`config.mk`:
```
export PLATFORM = sky130hd
export DESIGN_NAME = ppu_fb_arbiter
export DESIGN_NICKNAME = d
export VERILOG_FILES = /design/src/rtl/ppu_fb_arbiter.sv
export SDC_FILE = /design/constraint.sdc
export NUM_CORES = 1
export LEC_CHECK = 0
export ABC_AREA = 1
export CORE_ASPECT_RATIO = 1.25
export CORE_MARGIN = 4
export CORE_UTILIZATION = 30
export CTS_CLUSTER_SIZE = 8
export DETAILED_ROUTE_END_ITERATION = 7
export GPL_TIMING_DRIVEN = 0
export HOLD_SLACK_MARGIN = 0.15
export PLACE_DENSITY = 0.56
export SKIP_CTS_REPAIR_TIMING = 1
export SYNTH_ARGS = -nofsm -noshare
export SYNTH_HDL_FRONTEND = slang
export SYNTH_SLANG_ARGS = --single-unit
```
`constraint.sdc`:
```
create_clock -name clk -period 7.2 [get_ports clk]
set_clock_uncertainty 0.15 [all_clocks]
set_input_delay 1.44 -clock clk [delete_from_list [all_inputs] [get_ports clk]]
set_output_delay 1.44 -clock clk [all_outputs]
set_load 0.1 [all_outputs]
```
`src/rtl/ppu_fb_arbiter.sv`:
```
// Frame-buffer RAM arbiter: VGA scan-out reads take every slot they need, and
// queued PPU writes drain in the remaining slots. Define FB_SCALE2X_EN for 2x pixel doubling.
module ppu_fb_arbiter #(
  parameter int H_TOTAL    = 800,
  parameter int V_TOTAL    = 525,
  parameter int ACT_W      = 256,
  parameter int ACT_H      = 240,
  parameter int FIFO_DEPTH = 16
) (
  input  logic                          clk,
  input  logic                          reset,
  input  logic [9:0]                    hc,
  input  logic [9:0]                    vc,
  input  logic                          wr_valid,
  output logic                          wr_ready,
  input  logic [7:0]                    wr_x,
  input  logic [7:0]                    wr_y,
  input  logic [5:0]                    wr_data,
  output logic [15:0]                   ram_addr,
  output logic                          ram_we,
  output logic [5:0]                    ram_wdata,
  input  logic [5:0]                    ram_rdata,
  output logic [5:0]                    palette_disp_idx,
  output logic [$clog2(FIFO_DEPTH):0]   fifo_level,
  output logic [15:0]                   drop_cnt
);

  localparam int PTR_W = $clog2(FIFO_DEPTH);
  localparam int LVL_W = PTR_W + 1;
`ifdef FB_SCALE2X_EN
  localparam int DISP_W = 2 * ACT_W;
  localparam int DISP_H = 2 * ACT_H;
`else
  localparam int DISP_W = ACT_W;
  localparam int DISP_H = ACT_H;
`endif
  localparam logic [10:0]      H_TOT_L  = 11'(H_TOTAL);
  localparam logic [10:0]      V_TOT_L  = 11'(V_TOTAL);
  localparam logic [10:0]      DISP_W_L = 11'(DISP_W);
  localparam logic [10:0]      DISP_H_L = 11'(DISP_H);
  localparam logic [8:0]       ACT_H_L  = 9'(ACT_H);
  localparam logic [LVL_W-1:0] DEPTH_L  = LVL_W'(FIFO_DEPTH);
  localparam logic [5:0]       BLACK    = 6'h0F;

  logic [10:0] fh_sum, fh, fv;
  logic        in_range, disp_area, read_slot, hold_slot;
  logic [15:0] rd_addr;

  logic [21:0]      fifo_mem_q [FIFO_DEPTH];
  logic [21:0]      head;
  logic [PTR_W-1:0] wr_ptr_q, wr_ptr_d, rd_ptr_q, rd_ptr_d;
  logic [LVL_W-1:0] level_q, level_d;
  logic             push, pop;

  logic [15:0] ram_addr_q, ram_addr_d;
  logic        ram_we_q, ram_we_d;
  logic [5:0]  ram_wdata_q, ram_wdata_d;
  logic [5:0]  pix_q, pix_d;
  logic        rd_pend_q, rd_pend_d;
  logic        hold_q, hold_d;
  logic [15:0] drop_cnt_q, drop_cnt_d;

  // Fetch runs two pixels ahead of the beam, wrapping into the next line/frame.
  always_comb begin
    fh_sum = {1'b0, hc} + 11'd2;
    fh     = fh_sum;
    fv     = {1'b0, vc};
    if (fh_sum >= H_TOT_L) begin
      fh = fh_sum - H_TOT_L;
      fv = {1'b0, vc} + 11'd1;
    end
    if (fv == V_TOT_L) fv = '0;
    in_range  = ({1'b0, hc} < H_TOT_L) && ({1'b0, vc} < V_TOT_L);
    disp_area = in_range && (fh < DISP_W_L) && (fv < DISP_H_L);
`ifdef FB_SCALE2X_EN
    read_slot = disp_area && !fh[0];
    hold_slot = disp_area && fh[0];
    rd_addr   = {fv[8:1], fh[8:1]};
`else
    read_slot = disp_area;
    hold_slot = 1'b0;
    rd_addr   = {fv[7:0], fh[7:0]};
`endif
  end

  assign head     = fifo_mem_q[rd_ptr_q];
  assign wr_ready = (level_q != DEPTH_L);
  assign push     = wr_valid && wr_ready;
  assign pop      = !read_slot && (level_q != '0);

  always_comb begin
    wr_ptr_d    = wr_ptr_q + PTR_W'(push);
    rd_ptr_d    = rd_ptr_q + PTR_W'(pop);
    level_d     = level_q + LVL_W'(push) - LVL_W'(pop);
    ram_addr_d  = ram_addr_q;
    ram_we_d    = 1'b0;
    ram_wdata_d = ram_wdata_q;
    drop_cnt_d  = drop_cnt_q;
    rd_pend_d   = read_slot;
    hold_d      = hold_slot;
    if (read_slot) begin
      ram_addr_d = rd_addr;
    end else if (pop) begin
      // Entry layout: {y[7:0], x[7:0], data[5:0]}
      if ({1'b0, head[21:14]} < ACT_H_L) begin
        ram_we_d    = 1'b1;
        ram_addr_d  = head[21:6];
        ram_wdata_d = head[5:0];
      end else if (drop_cnt_q != 16'hFFFF) begin
        drop_cnt_d = drop_cnt_q + 16'd1;
      end
    end
    if (rd_pend_q)   pix_d = ram_rdata;
    else if (hold_q) pix_d = pix_q;
    else             pix_d = BLACK;
  end

  always_ff @(posedge clk) begin
    if (push) fifo_mem_q[wr_ptr_q] <= {wr_y, wr_x, wr_data};
  end

  always_ff @(posedge clk or posedge reset) begin
    if (reset) begin
      wr_ptr_q    <= '0;
      rd_ptr_q    <= '0;
      level_q     <= '0;
      ram_addr_q  <= '0;
      ram_we_q    <= 1'b0;
      ram_wdata_q <= '0;
      pix_q       <= BLACK;
      rd_pend_q   <= 1'b0;
      hold_q      <= 1'b0;
      drop_cnt_q  <= '0;
    end else begin
      wr_ptr_q    <= wr_ptr_d;
      rd_ptr_q    <= rd_ptr_d;
      level_q     <= level_d;
      ram_addr_q  <= ram_addr_d;
      ram_we_q    <= ram_we_d;
      ram_wdata_q <= ram_wdata_d;
      pix_q       <= pix_d;
      rd_pend_q   <= rd_pend_d;
      hold_q      <= hold_d;
      drop_cnt_q  <= drop_cnt_d;
    end
  end

  assign ram_addr         = ram_addr_q;
  assign ram_we           = ram_we_q;
  assign ram_wdata        = ram_wdata_q;
  assign palette_disp_idx = pix_q;
  assign fifo_level       = level_q;
  assign drop_cnt         = drop_cnt_q;

endmodule

```
### Yosys cells after proc, flatten, opt, wreduce, memory -nomap -nowiden

Memory sizes are Yosys's and may differ from the RTL's.
Index checks and enable logic that the tools add are counted.

* flip-flop bits (word level): 59
* memory bits (writable): 352
* input bits: 51
* output and inout port bits: 51
* word-level logic and storage cells: 53
* memories: 1

Memory list
* fifo_mem_q: words 16, width 22, read ports 1, clocked after memory_dff 0, write ports 1, RTL line 49 `logic [21:0] fifo_mem_q [FIFO_DEPTH];`

* $add $sub $neg: 8
* order comparisons: 6
* equality and inequality tests: 3
* multiplexer cells: 12
* bitwise operators: 2
* reductions and logical operators: 12

Operators with widths (number)
* two-way mux 16 bit: 3
* two-way mux 11 bit: 3
* < comparator 10 bit, second input constant: 2
* adder 16 x 1 -> 16 bit, second input constant: 1
* != test 16 bit, second input constant: 1
* adder 10 x 1 -> 11 bit, second input constant: 1
* adder 10 x 2 -> 11 bit, second input constant: 1
* equality test 11 x 10 -> 1 bit, second input constant: 1
* >= comparator 11 x 10 -> 1 bit, second input constant: 1
* < comparator 11 x 8 -> 1 bit, second input constant: 1
* < comparator 11 x 9 -> 1 bit, second input constant: 1
* subtractor 11 x 10 -> 11 bit, second input constant: 1
* adder 4 x 1 -> 4 bit: 2
* < comparator 8 bit, second input constant: 1
* two-way mux 6 bit: 1
* adder 5 x 1 -> 5 bit: 1
* logical AND 1 bit: 5
* two-way mux 1 bit: 5
* != test 5 bit, second input constant: 1
* nonzero test 5 bit: 1
* subtractor 5 x 1 -> 5 bit: 1
* AND reduction 4 bit: 1
* nonzero test 2 bit: 2
* AND reduction 3 bit: 1
* other kinds (3): 4

### Logic depth before layout (Yosys ltp)

Gate-level depths: netlist of run 1.

* depth after elaboration: 11
* gate-level depth with buffers: 30
* mapped depth without buffers: 29

### Worst setup path after synthesis of run 1

Ideal clock, no wire load.

* path kind: input-to-reg
* start: input hc[1]
* end: register level_q[4] (netlist: fifo_level[4])
* setup time: 0.128 ns
* arrival time: 4.885 ns
* required time: 6.922 ns
* setup slack: 2.038 ns
* cell stages on the path: 29
* path through: ha_1 > nand3_1 > xor2_1 > inv_1 > ha_1 > nand3b_1 > nor2_1 > nand2_1 > nor2_1 > nand2_2 > nand3_4 > nand2_4 > buf_6 > nand2_1 > nand2_2 > nand2_1 > nor2_1 > nand3_1 > nand2_4 > a21oi_4 > buf_6 > ha_1 > inv_1 > ha_1 > inv_1 > fa_1 > o21ai_0 > a21oi_1 > xor2_1

* longest elaborated chain between the ends: 10

Ends and longest elaborated chain
* start, declared: RTL line 12 `input logic [9:0] hc,`
* adder 10 x 2 -> 11 bit: RTL line 65 `fh_sum = {1'b0, hc} + 11'd2;`
* >= comparator 11 x 10 -> 1 bit: RTL line 68 `if (fh_sum >= H_TOT_L) begin`
* two-way mux 11 bit: RTL line 68
* equality test 11 x 10 -> 1 bit: RTL line 72 `if (fv == V_TOT_L) fv = '0;`
* two-way mux 11 bit: RTL line 72
* < comparator 11 x 8 -> 1 bit: RTL line 74 `disp_area = in_range && (fh < DISP_W_L) && (fv < DISP_H_L);`
* logical AND 1 bit (*): RTL line 74
* zero test 1 bit (*): RTL line 89 `assign pop = !read_slot && (level_q != '0);`
* logical AND 1 bit (*): RTL line 89
* subtractor 5 x 1 -> 5 bit (*): RTL line 94 `level_d = level_q + LVL_W'(push) - LVL_W'(pop);`
* named net level_d[4]: RTL line 52 `logic [LVL_W-1:0] level_q, level_d;`
* end signal, assigned: RTL line 137 `level_q <= level_d;`
* end, declared: RTL line 52

Mark *: on every way through the listed nets, which the timed path passes. The rest lies on a longest branch.
A chain may end at the register's enable or synchronous reset.

### Final worst setup path of run 1

* start: input hc[2]
* end: register level_q[4] (netlist: fifo_level[4])

The elaborated chain is that of the path after synthesis.

==> impl_metrics.csv, run 1 <==
group,metric,value,unit
job,drv_cap,0,
logic_synthesis,async_flop_share,14.36,%
pwr,vdd_ir_drop_max,221.4,uV
floorplan,die_h,280.2,um
layout,instances_no_fill,2425,
cts,cts_made_buffers,57,
pwr,pwr-share-comb,38.9,%
pwr,internal_power,5.394,mW
sta,slew_violations,0,
setup_path,critPathKind,"in -> reg",
logic_synthesis,synth_top_area_cell,"edfxtp_1",
logic_synthesis,postSynthAreaPerCell,12.26,um^2
routing,ant_nets,0,
logic_synthesis,yosysUniqueCellTypes,41,
setup_path,required,7.51,ns
layout,finalNetCount,1689,
pwr,powerDensity,419.1,nW/um^2
logic_synthesis,syn_area,17780,um^2
min_path,holdCritPathClass,"reg -> reg",
cts,numClockSinks,411,
logic_synthesis,synth_ff_type,"edfxtp_1",
logic_synthesis,yosysWarnings,0,
placement,place_inst,2318,
setup_path,slowest_delay,0.54,ns
routing,via_per_inst,4.954,
grt,grt.overflow.total,0,
pwr,switching_share,40.85,%
routing,vias,12014,
routing,avgRoutedWirePerCell,20.73,um
outcome,outcome,"finished, final reports clean",
setup_path,worstReg2RegEnd,"drop_cnt[12]$_DFFE_PP0P_",
layout,antennaDiodeCount,0,
logic_synthesis,synth_top_area_share,59.45,%
setup_path,r2r_cells,11,
logic_synthesis,ys_ff_latch,411,
logic_synthesis,yosys-top-cells-area,"edfxtp_1 (59%), dfrtp_1 (7.7%), o21ai_0 (5.0%)",
cts,cts_tree,"yes",
logic_synthesis,synth-edff-count,352,
setup_path,cp-end-kind,"flip-flop",
placement,globalplace.congestion,0.8156,
setup_path,timing.rr.start,"rd_ptr_q[1]$_DFF_PP0_",
sta,fin_crit_sh,77.27,%
routing,dr.pass1.iters,5,
sta,min_period,5.564,ns
floorplan,coreArea,58590,um^2
sta,max_slew.worst_pin.slew,1.049,ns
layout,final_util,37.15,%
setup_path,endpoint,"fifo_level[4]$_DFF_PP0_",
logic_synthesis,synth_seq_area_share,67.78,%
min_path,hold_start,"ram_addr[6]$_DFFE_PP0P_",
setup_path,crit_fanout,11,
cts,htreeDepth,2,
floorplan,num_rows,99,
pwr,clkPwrFrac,27.4,%
floorplan,floorplan.initialDensity,30.35,%
pwr,pwr-share-seq,33.7,%
grt,grt_max_degree,60,
layout,drive_gt1_share,8.393,%
floorplan,pin_count,102,
sta,finalHoldViolations,0,
setup_path,worst_setup_path_start_kind,"primary input",
layout,area_growth,22.40,%
layout,fin_area,21760,um^2
cts,clk_latency,0.63,ns
logic_synthesis,netlist_instances,1450,
grt,grt_util_all_layers,15.53,%
floorplan,die_x,225.8,um
sta,grt_setup_unrepaired,"false",
placement,place_hpwl,32870,um
sta,relSlewSlack,29.86,%
routing,drc,0,
setup_path,crit_start,"hc[2]",
routing,drt_wl_total,50270,um
sta,fin_tns_setup,0,ns
grt,grt_pass1_vias,12037,
cts,clock_path_buffers,3,
cts,clk_pin_slew_worst_paths,0.05,ns
setup_path,rrSetupSlack,3.48,ns
sta,clock.fmax,179.7,MHz
placement,port_buffers,101,
floorplan,dieArea,63250,um^2
pwr,switching_power,3.726,mW
setup_path,cp.arrival,5.88,ns
sta,setup_viol,0,
grt,grt_antenna_before_repair,1,
grt,grt_pass1_wl,74840,um
routing,drt_iter0_drc,1178,
pwr,p_leak,8.058,nW
min_path,holdPathStages,2,
logic_synthesis,synthesis.nets,1519,
cts,cts_root_buf,"clkbuf_16",
placement,place_area,20070,um^2
setup_path,crit_slowest_cell,"clkdlybuf4s50_1",
[sequential cells by signal (all words and copies together), names as in the netlist]
register	cells
fifo_mem_q	352
drop_cnt	16
ram_addr	16
palette_disp_idx	6
ram_wdata	6
fifo_level	5
rd_ptr_q	4
wr_ptr_q	4
ram_we	1
rd_pend_q	1
[synth_stat cells (3+ instances only)]
master / n
nor2_2: 4
xnor2_1: 9
nor2_1: 52
mux2i_1: 84
buf_2: 12
nand3_1: 63
clkbuf_1: 42
buf_1: 14
nand4_1: 26
a21oi_1: 93
a31oi_1: 6
inv_1: 147
nand2_2: 9
o22ai_1: 12
nand2_1: 156
ha_1: 17
nor2_4: 3
nor3_1: 5
inv_2: 4
nand3b_1: 4
xor2_1: 25
edfxtp_1: 352
o211ai_1: 47
buf_6: 6
dfrtp_1: 55
o21ai_0: 179
dfstp_2: 4
[stage by stage]
| step | hold WS [ns] | setup slack, ns | power, mW |
|---|---|---|---|
| finish | 0.3391 | 1.637 | 9.120 |
| global route | 0.3676 | 1.291 | 9.567 |
| CTS | 0.3450 | 1.645 | 9.180 |
| detailed placement | 0.3315 | 1.068 | 6.672 |
| global placement | 0.3360 | 1.001 | 6.554 |
| floorplan | 0.3022 | 2.038 | 5.378 |
[per-layer routing]
| layer | track usage (%) | part of all wire (%) | up-vias |
|---|---|---|---|
| li1 | - | - | 5549 |
| met1 | 19.24 | 40 | 5979 |
| met2 | 27.28 | 51 | 399 |
| met3 | 2.721 | 6.2 | 85 |
| met4 | 5.389 | 3.1 | 2 |
| met5 | 0 | 0.020 | - |
[power groups by stage]
stage | Sequential (mW) | Clock, mW | Combinational, mW
final | 3.08 | 2.50 | 3.55
after global routing | 3.10 | 2.65 | 3.82
after CTS | 3.08 | 2.54 | 3.56
after detailed placement | 3.12 | 0 | 3.55
after global placement | 3.13 | 0 | 3.43
after floorplan | 3.71 | 0 | 1.67
[critical path, delay by kind of cell]
family	cells	cell delay, ns
AND/OR/NAND/NOR	12	1.07
buffers and inverters	7	1.16
XOR/XNOR	2	0.49
AO/OA/AOI/OAI	3	0.54
adder cells (fa/ha/maj)	5	1.18
[cells by family (layout without fill, tap and decap cells)]
group	Yosys count	in the layout	share of synthesized area, %
AOI/OAI and AO/OA	343	343	10.57
adders and majority gates	18	18	1.309
buffers and inverters	229	447	5.207
DFF	411	411	67.78
and+or+nand+nor	331	331	8.733
muxes	84	84	4.729
xor gates and xnor gates	34	34	1.675
[how the worst min path moves through the flow]
stage                                    endpoint  slack [ns]
floorplan           palette_disp_idx[0]$_DFF_PP1_        0.30
global placement            rd_ptr_q[0]$_DFF_PP0_        0.34
detailed placement        ram_addr[3]$_DFFE_PP0P_        0.33
CTS                       ram_addr[3]$_DFFE_PP0P_        0.35
global route              ram_addr[0]$_DFFE_PP0P_        0.37
finish                    ram_addr[6]$_DFFE_PP0P_        0.34
[layout by cell type, fill, tap and decap left out, types with 19 or more instances in the layout]
| cell | instances |
|---|---|
| a21oi_1 | 93 |
| clkbuf_1 | 88 |
| clkbuf_16 | 57 |
| clkdlybuf4s50_1 | 101 |
| dfrtp_1 | 55 |
| edfxtp_1 | 352 |
| inv_1 | 146 |
| mux2i_1 | 84 |
| nand2_1 | 156 |
| nand3_1 | 63 |
| nand4_1 | 26 |
| nor2_1 | 36 |
| nor2_4 | 19 |
| o211ai_1 | 47 |
| o21ai_0 | 179 |
| xor2_1 | 25 |
[final cells by class]
class	instances	area, um^2
sequential	411	12050
buffer	75	345.3
multi-input combinational	810	4923
timing repair buffer	111	1219
clock inverter	4	95.09
clock buffer	103	1599
tap	757	947.2
inverter	154	583.1
fill	5643	36830
Power figures use the tool's default switching activity.
==> inputs of run 2 (changes only) <==
- clock period: 7.2 -> 5.5 ns (I/O delays scaled with it)
==> run 2 against run 1 <==
- sequential share of layout area is 0.051 points lower
- global-route usage stayed put
- count of clock-buffer cells in the layout stayed put
- critical endpoint unchanged
- worst setup slack worse by 1.3 ns
- cell area hardly changed
==> impl_metrics.csv, run 2 (synthesis results as in run 1) <==
group,metric,value,unit
pwr,switching_power,4.880,mW
sta,slew_violations,0,
setup_path,cpMostUsedCell,"ha_1",
sta,relSlewSlack,29.86,%
grt,grt_pass1_wl,74840,um
sta,grt_setup_unrepaired,"false",
floorplan,pin_count,102,
job,drv_cap,0,
grt,grt_util_all_layers,15.53,%
floorplan,floorplan.initialDensity,30.35,%
grt,grt_antenna_before_repair,1,
setup_path,timing.rr.start,"rd_ptr_q[1]$_DFF_PP0_",
sta,fin_crit_sh,94.28,%
pwr,internal_power,7.063,mW
floorplan,die_x,225.8,um
floorplan,coreArea,58590,um^2
placement,place_hpwl,32870,um
routing,avgRoutedWirePerCell,20.74,um
routing,drt_iter0_drc,1179,
cts,clk_pin_slew_worst_paths,0.05,ns
layout,multiInputGateArea,4936,um^2
sta,min_period,5.186,ns
min_path,holdCritPathClass,"reg -> reg",
pwr,p_leak,8.065,nW
setup_path,critPathTopFamily,"simple AND/OR/NAND/NOR gates",
setup_path,worst_setup_path_start_kind,"primary input",
cts,htreeDepth,2,
cts,clk_latency,0.63,ns
layout,fin_area,21780,um^2
setup_path,cp-end-kind,"flip-flop",
routing,dr.pass1.iters,5,
setup_path,worstReg2RegEnd,"drop_cnt[12]$_DFFE_PP0P_",
floorplan,num_rows,99,
sta,fin_tns_setup,0,ns
layout,top_register,"fifo_mem_q",
cts,clock_path_buffers,3,
sta,clock.fmax,192.8,MHz
pwr,pwr-share-seq,33.7,%
grt,grt_max_degree,60,
grt,grt_pass1_vias,12037,
routing,ant_nets,0,
setup_path,crit_slowest_cell,"clkdlybuf4s50_1",
grt,grt.overflow.total,0,
setup_path,required,5.81,ns
min_path,whs_endpoint,"ram_addr[6]$_DFFE_PP0P_",
pwr,pwr-share-comb,38.9,%
floorplan,die_h,280.2,um
sta,max_slew.worst_pin.slew,1.049,ns
layout,fillers,5638,
routing,via_per_inst,4.971,
pwr,powerDensity,548.3,nW/um^2
setup_path,cp.arrival,5.49,ns
routing,vias,12059,
outcome,outcome,"finished, final reports clean",
pwr,total_power,11.94,mW
placement,port_buffers,101,
floorplan,dieArea,63250,um^2
pwr,vdd_ir_drop_max,288.6,uV
setup_path,path_buf_inv,6,
routing,drc,0,
layout,finalNetCount,1690,
setup_path,critPathKind,"in -> reg",
min_path,holdPathStages,2,
layout,mostFrequentLayoutCells,"edfxtp_1 (352), o21ai_0 (179), nand2_1 (156), inv_1 (146), clkdlybuf4s50_1 (101)",
layout,layout_commonest_cell,"edfxtp_1",
sta,setup_viol,0,
setup_path,r2r_cells,11,
cts,numClockSinks,411,
layout,final_util,37.18,%
sta,whs,0.3369,ns
setup_path,rrSetupSlack,1.73,ns
cts,cts_made_buffers,57,
cts,cts_tree,"yes",
sta,finalHoldViolations,0,
setup_path,slowest_delay,0.54,ns
cts,cts_root_buf,"clkbuf_16",
layout,largest_reg_flops,352,
placement,place_area,20070,um^2
setup_path,crit_fanout,11,
layout,area_growth,22.51,%
pwr,clkPwrFrac,27.4,%
placement,globalplace.congestion,0.8156,
layout,drive_gt1_share,8.568,%
pwr,switching_share,40.86,%
routing,drt_wl_total,50310,um
layout,antennaDiodeCount,0,
min_path,hold_start,"ram_addr[6]$_DFFE_PP0P_",
layout,regArea,12050,um^2
-- run 2: cell count changes in the layout (fill, tap and decap cells not counted), sizes merged --
cell and delta:
buf +1
-- run 2: per-layer routing --
layer  up-vias  track usage, %  part of all wire, %
met3        94           2.721                  6.2
met2       411           27.28                   51
li1       5546               -                    -
met4         2           5.389                  3.3
met1      6006           19.24                   40
met5         -               0                0.020
-- run 2: worst max-delay path by stage --
| stage | slack, ns | from | endpoint | cells past startpoint |
|---|---|---|---|---|
| floorplan | 0.68 | hc[1] | fifo_level[4]$_DFF_PP0_ | 29 |
| global placement | -0.36 | hc[1] | fifo_level[4]$_DFF_PP0_ | 30 |
| detailed placement | -0.29 | hc[2] | fifo_level[4]$_DFF_PP0_ | 30 |
| CTS | 0.29 | hc[1] | fifo_level[4]$_DFF_PP0_ | 29 |
| global route | 0.02 | hc[2] | fifo_level[4]$_DFF_PP0_ | 30 |
| finish | 0.31 | hc[1] | fifo_level[4]$_DFF_PP0_ | 30 |
-- run 2: power groups by stage --
| stage | logic, mW | registers (mW) | clock network [mW] |
|---|---|---|---|
| 2_1_floorplan | 2.18 | 4.86 | 0 |
| 3_3_place_gp | 4.48 | 4.10 | 0 |
| 3_5_place_dp | 4.65 | 4.09 | 0 |
| 4_1_cts | 4.67 | 4.03 | 3.32 |
| 5_1_grt | 5.00 | 4.06 | 3.47 |
| 6_report | 4.65 | 4.03 | 3.27 |
-- run 2: worst min-delay path, delay by kind of cell, from the launching register on --
family | cells | cell delay (ns)
simple gates | 2 | 0.11
flops | 1 | 0.34
-- run 2: through the flow --
stage	cells	setup slack (ns)
CTS	2425	0.2851
finish	2426	0.3145
global route	2426	0.02246
global placement	2308	-0.3589
detailed placement	2318	-0.2922
floorplan	1450	0.6776
-- run 2: final cells by class --
cell class	instances	share of cell area, %
clock buffer	103	7.341
buffer	75	1.585
sequential	411	55.32
inverter	154	2.677
multi-input combinational	810	22.66
clock inverter	4	0.4365
timing repair buffer	112	5.629
tap	757	4.348
